$ cat config.mk
export PLATFORM = sky130hd
export DESIGN_NAME = imm_extend_pipe_flat
export DESIGN_NICKNAME = d
export VERILOG_FILES = /design/src/rtl/ext_pkg.sv /design/src/rtl/imm_extend_pipe_if.sv /design/src/rtl/imm_extend_pipe_ext_unit.sv /design/src/rtl/imm_extend_pipe.sv /design/src/flat_wrapper.sv
export SDC_FILE = /design/constraint.sdc
export NUM_CORES = 1
export LEC_CHECK = 0
export ABC_AREA = 1
export ABC_CLOCK_PERIOD_IN_PS = 1600
export BUFFER_PORTS_ARGS = -buffer_cell sky130_fd_sc_hd__buf_2
export CORE_ASPECT_RATIO = 1.5
export CORE_MARGIN = 3
export CORE_UTILIZATION = 42
export CTS_CLUSTER_DIAMETER = 150
export CTS_CLUSTER_SIZE = 14
export DETAILED_ROUTE_END_ITERATION = 8
export GPL_ROUTABILITY_DRIVEN = 0
export PLACE_DENSITY = 0.6
export SKIP_LAST_GASP = 1
export SLEW_MARGIN = 30
export SYNTH_ARGS = -nofsm -noshare
export SYNTH_HDL_FRONTEND = slang
export SYNTH_SLANG_ARGS = --single-unit
$ cat constraint.sdc
create_clock -name CLK -period 1.6 [get_ports CLK]
set_input_delay 0.32 -clock CLK [delete_from_list [all_inputs] [get_ports CLK]]
set_output_delay 0.32 -clock CLK [all_outputs]
set_load 0.005 [all_outputs]
$ cat src/rtl/ext_pkg.sv
`default_nettype none
// ============================================================================
// Module      : ext_pkg
// Description : Shared types and constants for the pipelined immediate
//               extender: mode-select encoding and the PC increment used by
//               branch-target computation.
// Ports       : none (package)
// Revision    : 1.0 - initial release
// ============================================================================
package ext_pkg;

  typedef logic [2:0] ext_sel_t;

  localparam ext_sel_t EXT_SA   = 3'b000;
  localparam ext_sel_t EXT_ZERO = 3'b001;
  localparam ext_sel_t EXT_SIGN = 3'b010;
  localparam ext_sel_t EXT_LUI  = 3'b011;
  localparam ext_sel_t EXT_BOFF = 3'b100;
  localparam ext_sel_t EXT_BTGT = 3'b101;

  localparam int unsigned PC_INC = 4;

endpackage
`default_nettype wire

$ cat src/rtl/imm_extend_pipe_if.sv
`default_nettype none
// ============================================================================
// Module      : imm_extend_pipe_if
// Description : Handshake bundle between decode and the immediate extender.
//               master = producer/consumer side (decode stage),
//               slave  = the extender block.
// Signals     : flush, in_valid/in_ready/in_imm/in_pc/ExtSel (input beat),
//               out_valid/out_ready/out_data/out_mode (result queue head)
// Revision    : 1.0 - initial release
// ============================================================================
interface imm_extend_pipe_if #(
  parameter int DATA_W = 32,
  parameter int IMM_W  = 16
);
  import ext_pkg::*;

  logic              flush;
  logic              in_valid;
  logic              in_ready;
  logic [IMM_W-1:0]  in_imm;
  logic [DATA_W-1:0] in_pc;
  ext_sel_t          ExtSel;
  logic              out_valid;
  logic              out_ready;
  logic [DATA_W-1:0] out_data;
  ext_sel_t          out_mode;

  modport master (
    output flush, in_valid, in_imm, in_pc, ExtSel, out_ready,
    input  in_ready, out_valid, out_data, out_mode
  );

  modport slave (
    input  flush, in_valid, in_imm, in_pc, ExtSel, out_ready,
    output in_ready, out_valid, out_data, out_mode
  );

endinterface
`default_nettype wire

$ cat src/rtl/imm_extend_pipe_ext_unit.sv
`default_nettype none
// ============================================================================
// Module      : ext_unit
// Description : Combinational immediate extension / branch-target adder.
// Ports       : imm_i    - immediate field
//               pc_i     - instruction PC
//               sel_i    - extension mode
//               result_o - extended operand or branch target
// Revision    : 1.0 - initial release
// ============================================================================
module ext_unit
  import ext_pkg::*;
#(
  parameter int DATA_W = 32,
  parameter int IMM_W  = 16
) (
  input  logic [IMM_W-1:0]  imm_i,
  input  logic [DATA_W-1:0] pc_i,
  input  ext_sel_t          sel_i,
  output logic [DATA_W-1:0] result_o
);

  logic [DATA_W-1:0] w_sext;
  logic [DATA_W-1:0] w_boff;

  assign w_sext = {{(DATA_W-IMM_W){imm_i[IMM_W-1]}}, imm_i};
  assign w_boff = {w_sext[DATA_W-3:0], 2'b00};

  always_comb begin
    result_o = w_sext;
    case (sel_i)
      EXT_SA:   result_o = {{(DATA_W-5){1'b0}}, imm_i[10:6]};
      EXT_ZERO: result_o = {{(DATA_W-IMM_W){1'b0}}, imm_i};
      EXT_SIGN: result_o = w_sext;
      EXT_LUI:  result_o = {imm_i, {(DATA_W-IMM_W){1'b0}}};
      EXT_BOFF: result_o = w_boff;
      // Branch target wraps silently at 2^DATA_W.
      EXT_BTGT: result_o = pc_i + DATA_W'(PC_INC) + w_boff;
      default:  result_o = w_sext;
    endcase
  end

endmodule
`default_nettype wire

$ cat src/rtl/imm_extend_pipe.sv
`default_nettype none
// ============================================================================
// Module      : imm_extend_pipe
// Description : Pipelined immediate extender. Each accepted beat is extended
//               by ext_unit and written into a first-word-fall-through queue
//               so decode can stall without losing results.
// Ports       : CLK   - rising-edge clock
//               RST_n - asynchronous active-low reset (clears queue storage)
//               bus   - imm_extend_pipe_if.slave handshake bundle
// Revision    : 1.0 - initial release
// ============================================================================
module imm_extend_pipe
  import ext_pkg::*;
#(
  parameter int DATA_W = 32,
  parameter int IMM_W  = 16,
  parameter int DEPTH  = 2
) (
  input  logic              CLK,
  input  logic              RST_n,
  imm_extend_pipe_if.slave  bus
);

  localparam int PTR_W = $clog2(DEPTH);
  localparam int CNT_W = PTR_W + 1;

  logic [DATA_W-1:0] data_q [DEPTH];
  ext_sel_t          mode_q [DEPTH];
  logic [PTR_W-1:0]  wr_ptr_q, wr_ptr_d;
  logic [PTR_W-1:0]  rd_ptr_q, rd_ptr_d;
  logic [CNT_W-1:0]  count_q,  count_d;

  logic              w_in_ready;
  logic              w_out_valid;
  logic              w_push;
  logic              w_pop;
  logic [DATA_W-1:0] w_result;

  ext_unit #(
    .DATA_W (DATA_W),
    .IMM_W  (IMM_W)
  ) u_ext_unit (
    .imm_i    (bus.in_imm),
    .pc_i     (bus.in_pc),
    .sel_i    (bus.ExtSel),
    .result_o (w_result)
  );

  // in_ready depends only on count_q: a pop in a full cycle frees the slot
  // for the following cycle, keeping out_ready off the in_ready path.
  assign w_in_ready  = (count_q < CNT_W'(DEPTH));
  assign w_out_valid = (count_q != '0);
  assign w_push      = bus.in_valid && w_in_ready  && !bus.flush;
  assign w_pop       = w_out_valid  && bus.out_ready && !bus.flush;

  assign bus.in_ready  = w_in_ready;
  assign bus.out_valid = w_out_valid;
  assign bus.out_data  = data_q[rd_ptr_q];
  assign bus.out_mode  = mode_q[rd_ptr_q];

  always_comb begin
    count_d  = count_q;
    wr_ptr_d = wr_ptr_q;
    rd_ptr_d = rd_ptr_q;
    if (bus.flush) begin
      count_d  = '0;
      wr_ptr_d = '0;
      rd_ptr_d = '0;
    end else begin
      if (w_push) wr_ptr_d = wr_ptr_q + PTR_W'(1);
      if (w_pop)  rd_ptr_d = rd_ptr_q + PTR_W'(1);
      case ({w_push, w_pop})
        2'b10:   count_d = count_q + CNT_W'(1);
        2'b01:   count_d = count_q - CNT_W'(1);
        default: count_d = count_q;
      endcase
    end
  end

  always_ff @(posedge CLK or negedge RST_n) begin
    if (!RST_n) begin
      count_q  <= '0;
      wr_ptr_q <= '0;
      rd_ptr_q <= '0;
      for (int i = 0; i < DEPTH; i++) begin
        data_q[i] <= '0;
        mode_q[i] <= EXT_SA;
      end
    end else begin
      count_q  <= count_d;
      wr_ptr_q <= wr_ptr_d;
      rd_ptr_q <= rd_ptr_d;
      if (w_push) begin
        data_q[wr_ptr_q] <= w_result;
        mode_q[wr_ptr_q] <= bus.ExtSel;
      end
    end
  end

endmodule
`default_nettype wire

$ cat src/flat_wrapper.sv
// flat-port wrapper written by rule: the top's interface ports become plain ports
module imm_extend_pipe_flat import ext_pkg::*;
#(
  parameter int DATA_W = 32,
  parameter int IMM_W  = 16,
  parameter int DEPTH  = 2
)
  (CLK, RST_n, bus_flush, bus_in_valid, bus_in_imm, bus_in_pc, bus_ExtSel, bus_out_ready, bus_in_ready, bus_out_valid, bus_out_data, bus_out_mode);
  imm_extend_pipe_if #(.DATA_W(DATA_W), .IMM_W(IMM_W)) bus_i ();
  input  logic CLK;
  input  logic RST_n;
  input wire logic [$bits(bus_i.flush)-1:0] bus_flush;
  input wire logic [$bits(bus_i.in_valid)-1:0] bus_in_valid;
  input wire logic [$bits(bus_i.in_imm)-1:0] bus_in_imm;
  input wire logic [$bits(bus_i.in_pc)-1:0] bus_in_pc;
  input wire logic [$bits(bus_i.ExtSel)-1:0] bus_ExtSel;
  input wire logic [$bits(bus_i.out_ready)-1:0] bus_out_ready;
  output wire logic [$bits(bus_i.in_ready)-1:0] bus_in_ready;
  output wire logic [$bits(bus_i.out_valid)-1:0] bus_out_valid;
  output wire logic [$bits(bus_i.out_data)-1:0] bus_out_data;
  output wire logic [$bits(bus_i.out_mode)-1:0] bus_out_mode;
  assign bus_i.flush = bus_flush;
  assign bus_i.in_valid = bus_in_valid;
  assign bus_i.in_imm = bus_in_imm;
  assign bus_i.in_pc = bus_in_pc;
  assign bus_i.ExtSel = bus_ExtSel;
  assign bus_i.out_ready = bus_out_ready;
  assign bus_in_ready = bus_i.in_ready;
  assign bus_out_valid = bus_i.out_valid;
  assign bus_out_data = bus_i.out_data;
  assign bus_out_mode = bus_i.out_mode;
  imm_extend_pipe #(.DATA_W(DATA_W), .IMM_W(IMM_W), .DEPTH(DEPTH)) u_core (.CLK(CLK), .RST_n(RST_n), .bus(bus_i));
endmodule
=== After elaboration in Yosys (flattened, before gate mapping) ===
Cells that the tools add are included.

* Input port bits: 56
* Bits in registers: 74
* Word-level logic and storage cells: 55
* Output and inout port bits: 37

* Bitwise operators: 2
* Reductions and logical operators: 11
* Equal/unequal tests: 6
* Multiplexer cells: 19
* $lt $le $gt $ge: 4
* Add/subtract/negate cells: 6

{| class="wikitable"
|+ Operators with widths
! kind !! count
|-
| 32-bit case mux with 5 select lines || 1
|-
| 32-bit two-way mux || 4
|-
| 64-bit bitwise mux || 1
|-
| 32-bit by 3-bit adder with 32-bit output (second input constant) || 1
|-
| 32-bit adder || 1
|-
| 32-bit demux with 1-bit select || 1
|-
| 3-bit two-way mux || 4
|-
| 6-bit bitwise mux || 1
|-
| 3-bit equality test (second input constant) || 2
|-
| 2-bit nonzero test || 3
|-
| 1-bit logical AND || 5
|-
| 2-bit >= comparator (second input constant) || 2
|-
| 1-bit two-way mux || 4
|-
| 1-bit NOT with 2-bit output || 2
|-
| 2-bit case mux with 2 select lines || 1
|-
| 3-bit demux with 1-bit select || 1
|-
| 3-bit by 1-bit equality test with 1-bit output (second input constant) || 1
|-
| 3-bit by 2-bit equality test with 1-bit output (second input constant) || 1
|-
| 3-bit logical NOT || 1
|-
| 3-bit nonzero test || 1
|-
| 1-bit adder (second input constant) || 2
|-
| 2-bit by 1-bit adder with 2-bit output (second input constant) || 1
|-
| 2-bit by 1-bit equality test with 1-bit output (second input constant) || 1
|-
| 2-bit equality test (second input constant) || 1
|-
| other kinds (5) || 5
|}

=== Logic depth before layout (Yosys ltp) ===
* Word-level depth: 6
* Gate-level depth with buffers: 18
* Depth with buffers taken out: 18

=== Cells and area by module ===
Synthesis repeated with hierarchy kept, for this count alone.

* Cells, all modules: 1026
* Area, all modules: 6777.8 um^2

{| class="wikitable"
|+ Modules (own cells, without submodules)
! module !! area each (um^2) !! seq. area each (um^2) !! instances !! cells each
|-
| imm_extend_pipe || 3549.7 || 1851.8 || 1 || 411
|-
| ext_unit || 3228.1 || 0.0 || 1 || 615
|}

=== Least setup slack after synthesis ===
Ideal clock, no wire load.

* Kind: input to register
* Start point: input bus_in_pc[3]
* End point: register u_core.data_q[17] (netlist bit)
* Data arrival time: 2.011 ns
* Path slack: -0.528 ns
* Required time: 1.483 ns
* Path buffers: 0
* Stages: 16
* Setup time: 0.117 ns
* Cells stage by stage: ha_1 ha_1 inv_1 fa_1 inv_1 nand3_1 nand3_1 nand2_1 nand2_1 nand3_1 nand2_1 nand2_1 nand3_1 nand3b_1 nand2_1 nand2_1

* Longest elaborated chain between the ends: 4

{| class="wikitable"
|+ Ends and longest elaborated chain
! item !! line !! source
|-
| start: declaration || flat_wrapper.sv:15 || <nowiki>input wire logic [$bits(bus_i.in_pc)-1:0] bus_in_pc;</nowiki>
|-
| 32-bit by 3-bit adder with 32-bit output || imm_extend_pipe_ext_unit.sv:38 || <nowiki>EXT_BTGT: result_o = pc_i + DATA_W'(PC_INC) + w_boff;</nowiki>
|-
| 32-bit adder || imm_extend_pipe_ext_unit.sv:38 ||
|-
| 32-bit case mux with 5 select lines || imm_extend_pipe_ext_unit.sv:31 || <nowiki>case (sel_i)</nowiki>
|-
| 64-bit bitwise mux || imm_extend_pipe.sv:94 || <nowiki>data_q[wr_ptr_q] <= w_result;</nowiki>
|-
| end signal: indexed assignment || imm_extend_pipe.sv:94 ||
|-
| end: declaration || imm_extend_pipe.sv:27 || <nowiki>logic [DATA_W-1:0] data_q [DEPTH];</nowiki>
|}

Every way passes these cells.
A chain may end at the register's enable or synchronous reset.

=== Final worst setup path ===
* Start point: input bus_in_imm[1]
* End point: register u_core.data_q[19] (netlist bit)

* Longest elaborated chain between the ends: 3

{| class="wikitable"
|+ Ends and longest elaborated chain
! item !! line !! source
|-
| start: declaration || flat_wrapper.sv:14 || <nowiki>input wire logic [$bits(bus_i.in_imm)-1:0] bus_in_imm;</nowiki>
|-
| 32-bit adder || imm_extend_pipe_ext_unit.sv:38 ||
|-
| 32-bit case mux with 5 select lines || imm_extend_pipe_ext_unit.sv:31 ||
|-
| 64-bit bitwise mux || imm_extend_pipe.sv:94 ||
|}

Every way passes these cells.

==> results.json <==
{
  "netlist_area_sq_um": 6500,
  "die_h_um": 158,
  "postSynthCellCount": 1040,
  "design_area_sq_um": 10300,
  "grt_pass1_wl_mm": 33.8,
  "synthFlopType": "dfrtp_1",
  "fin_ws_ns": -0.324,
  "setup_violations": 69,
  "clkLatencyLatePin_ns": 0.33,
  "layout.nets": 1349,
  "drive_gt1_share_pct": 42.1,
  "start_kind": "input pin",
  "async_reset_ff_share_pct": 100,
  "drc_errors": 0,
  "rsz0062_at_grt": "yes",
  "ir_drop_mv": 0.687,
  "grt.total_usage_pct": 25.1,
  "crit_path_max_incr_delay_ns": 0.33,
  "period_minus_slack_ns": 1.92,
  "crit_path_top_delay_cell": "fa_2",
  "start_util_pct": 43.0,
  "vias_per_cell": 4.87,
  "period_share_pct": 120,
  "first_pass_iters": 4,
  "htree_num_levels": 3,
  "antenna_found_initial": 0,
  "crit_type": "input pin to flip-flop",
  "area_growth_pct": 57.9,
  "crit_required_ns": 1.82,
  "cts.sink_count": 74,
  "path_cells": "buf_8, ha_4, ha_4, inv_2, fa_2, inv_2, nand3_2, nand3_4, nand2_2, a21oi_4, o21ai_1, nand3_1, nand3b_1, nand2_1, nand2_1",
  "cts-root-buf": "clkbuf_16",
  "p_per_area_nw_per_um2": 1030,
  "ys_warn_count": 0,
  "dr_total_vias": 7008,
  "skew_ns": 0.00451,
  "slew_headroom_pct": 73.6,
  "cts_buffers": 9,
  "max_freq_mhz": 520,
  "drtIter0Drc": 247,
  "cts.reportedPaths.clkPinSlew_ns": 0.06,
  "rows": 55,
  "synth_edf_count": 0,
  "hold_violations": 0,
  "pin_count": 93,
  "fillCellCount": 1358,
  "grt_pass1_vias": 6882,
  "final_cell_mix": "375 x nand2_1, 133 x inv_1, 87 x buf_4, 75 x nand2_2, 73 x dfrtp_1",
  "cp-end-kind": "flip-flop",
  "syn_nets": 1154,
  "n_antenna_cell": 0,
  "maxCapViolCount": 0,
  "core_area_sq_um": 15100,
  "gr-total-overflow": 0,
  "violations": "negative setup slack",
  "power.total_w": 0.0106,
  "placedInstanceArea_sq_um": 8700,
  "cp.arrival_ns": 2.15,
  "pre_cts_ws_ns": -0.773,
  "drt-total-wl_mm": 21.2,
  "hold_class": "input pin to flip-flop",
  "leakage_nw": 5.28,
  "grt_max_degree": 57,
  "tightest_slew_ns": 0.396,
  "cp_max_fo": 4,
  "synth_cell_types": 37,
  "drtAntennaViolNets": 0,
  "layout_commonest_cell": "nand2_1",
  "slew_viol_final": 0,
  "io_buffers": 92,
  "status": "finished, violations left",
  "ys_seq_area_share_pct": 28.5,
  "wl_per_cell_um": 14.8,
  "dieArea_sq_um": 17000,
  "max-clock-path-buffers": 2,
  "cts_tree": "built",
  "synth_area_per_cell_sq_um": 6.25,
  "dp_hpwl_mm": 16.5,
  "synth-seq-cells": 74,
  "die_x_um": 108
}
## critical path, delay by kind of cell
family	cells	cell delay (ns)
AOI/OAI and AO/OA	2	0.24
adders and majority gates	3	0.72
buffers and inverters	3	0.22
and+or+nand+nor	7	0.64
## kinds of logic after synthesis
family,after synthesis,share of synthesized area [%]
buffers and inverters,190,11.5
XOR/XNOR,5,0.673
AO/OA/AOI/OAI,106,9.35
flip-flops,74,28.5
AND/OR/NAND/NOR,607,38.7
adder cells (fa/ha/maj),58,11.3
## routing by layer
metal / share of wire, % / vias to the layer above / wire length [um] / track usage [%]
met4: 3.7 / 0 / 789 / 12.2
met2: 54 / 106 / 11500 / 46.3
met3: 1.9 / 43 / 408 / 1.54
li1: - / 3624 / - / -
met5: 0 / - / 0 / 0
met1: 40 / 3235 / 8560 / 29.3
## power by group
part,internal [W],total [W],switching (W),leakage (nW)
combinational,0.00257,0.00551,0.00294,4.19
sequential,0.00276,0.00324,0.000482,0.951
clock,0.00112,0.00185,0.000731,0.138
## cells in the mapped netlist (2+ instances only)
cell type	instances	share of area (%)
a21o_1	2	0.23
a21oi_1	23	1.8
buf_2	10	0.77
buf_6	3	0.52
clkbuf_1	13	0.75
dfrtp_1	74	28
ha_1	57	11
inv_1	154	8.9
inv_2	8	0.46
nand2_1	474	27
nand2_2	7	0.67
nand3_1	50	3.8
nand3_2	7	1.1
nand3b_1	6	0.69
nand4_1	8	0.77
nor2_1	40	2.3
nor2_2	5	0.48
nor2_4	3	0.52
nor3_1	2	0.15
o211ai_1	5	0.58
o21ai_0	55	4.2
o21ai_1	9	0.69
o221ai_1	7	0.94
o221ai_2	2	0.46
xnor2_1	4	0.54
## path summary, 6_finish.rpt
path                              startpoint           endpoint  slack, ns  cells past startpoint
max                            bus_in_imm[1]  u_core.data_q[19]      -0.32                     15
min                            bus_out_ready    u_core.rd_ptr_q       0.30                      3
max reg2reg                u_core.count_q[1]  u_core.data_q[23]       0.17                      8
min reg2reg                 u_core.mode_q[0]   u_core.mode_q[0]       0.47                      2
max in group asynchronous              RST_n   u_core.mode_q[4]       0.80                      3
min in group asynchronous              RST_n    u_core.rd_ptr_q       0.53                      3
## per-stage QoR
step	setup TNS, ns	hold slack (ns)	util (%)	instances
2_1_floorplan	-10.08	0.0244	-	1040
3_3_place_gp	-33.66	0.355	57.5	1396
3_5_place_dp	-34.72	0.350	57.5	1396
4_1_cts	-12.31	0.290	65.0	1432
5_1_grt	-20.32	0.315	67.8	1438
6_report	-13.30	0.303	67.8	1438
## area by class of cell
type,count,area [sq um],share of cell area [%]
Multi-Input combinational cell,776,5550,54.1
Sequential cell,74,1850,18.0
Timing Repair Buffer,210,1710,16.6
Inverter,164,641,6.24
Clock buffer,12,256,2.50
Tap cell,199,249,2.42
Clock inverter,3,15.0,0.146
## state kept, by name, summed over array words and instances, names as in the netlist
register	flops
u_core.data_q	64
u_core.mode_q	6
u_core.count_q	2
u_core.rd_ptr_q	1
u_core.wr_ptr_q	1
## what timing repair did
action,CTS,global route
hold buffers,1,0
buffers inserted,20,7
endpoints found under the setup margin,88,94
gates resized for setup,188,112
pin swaps,104,103
endpoints found under the hold margin,14,0
gates cloned,1,0
No activity file was read; power rests on OpenSTA's default activity.
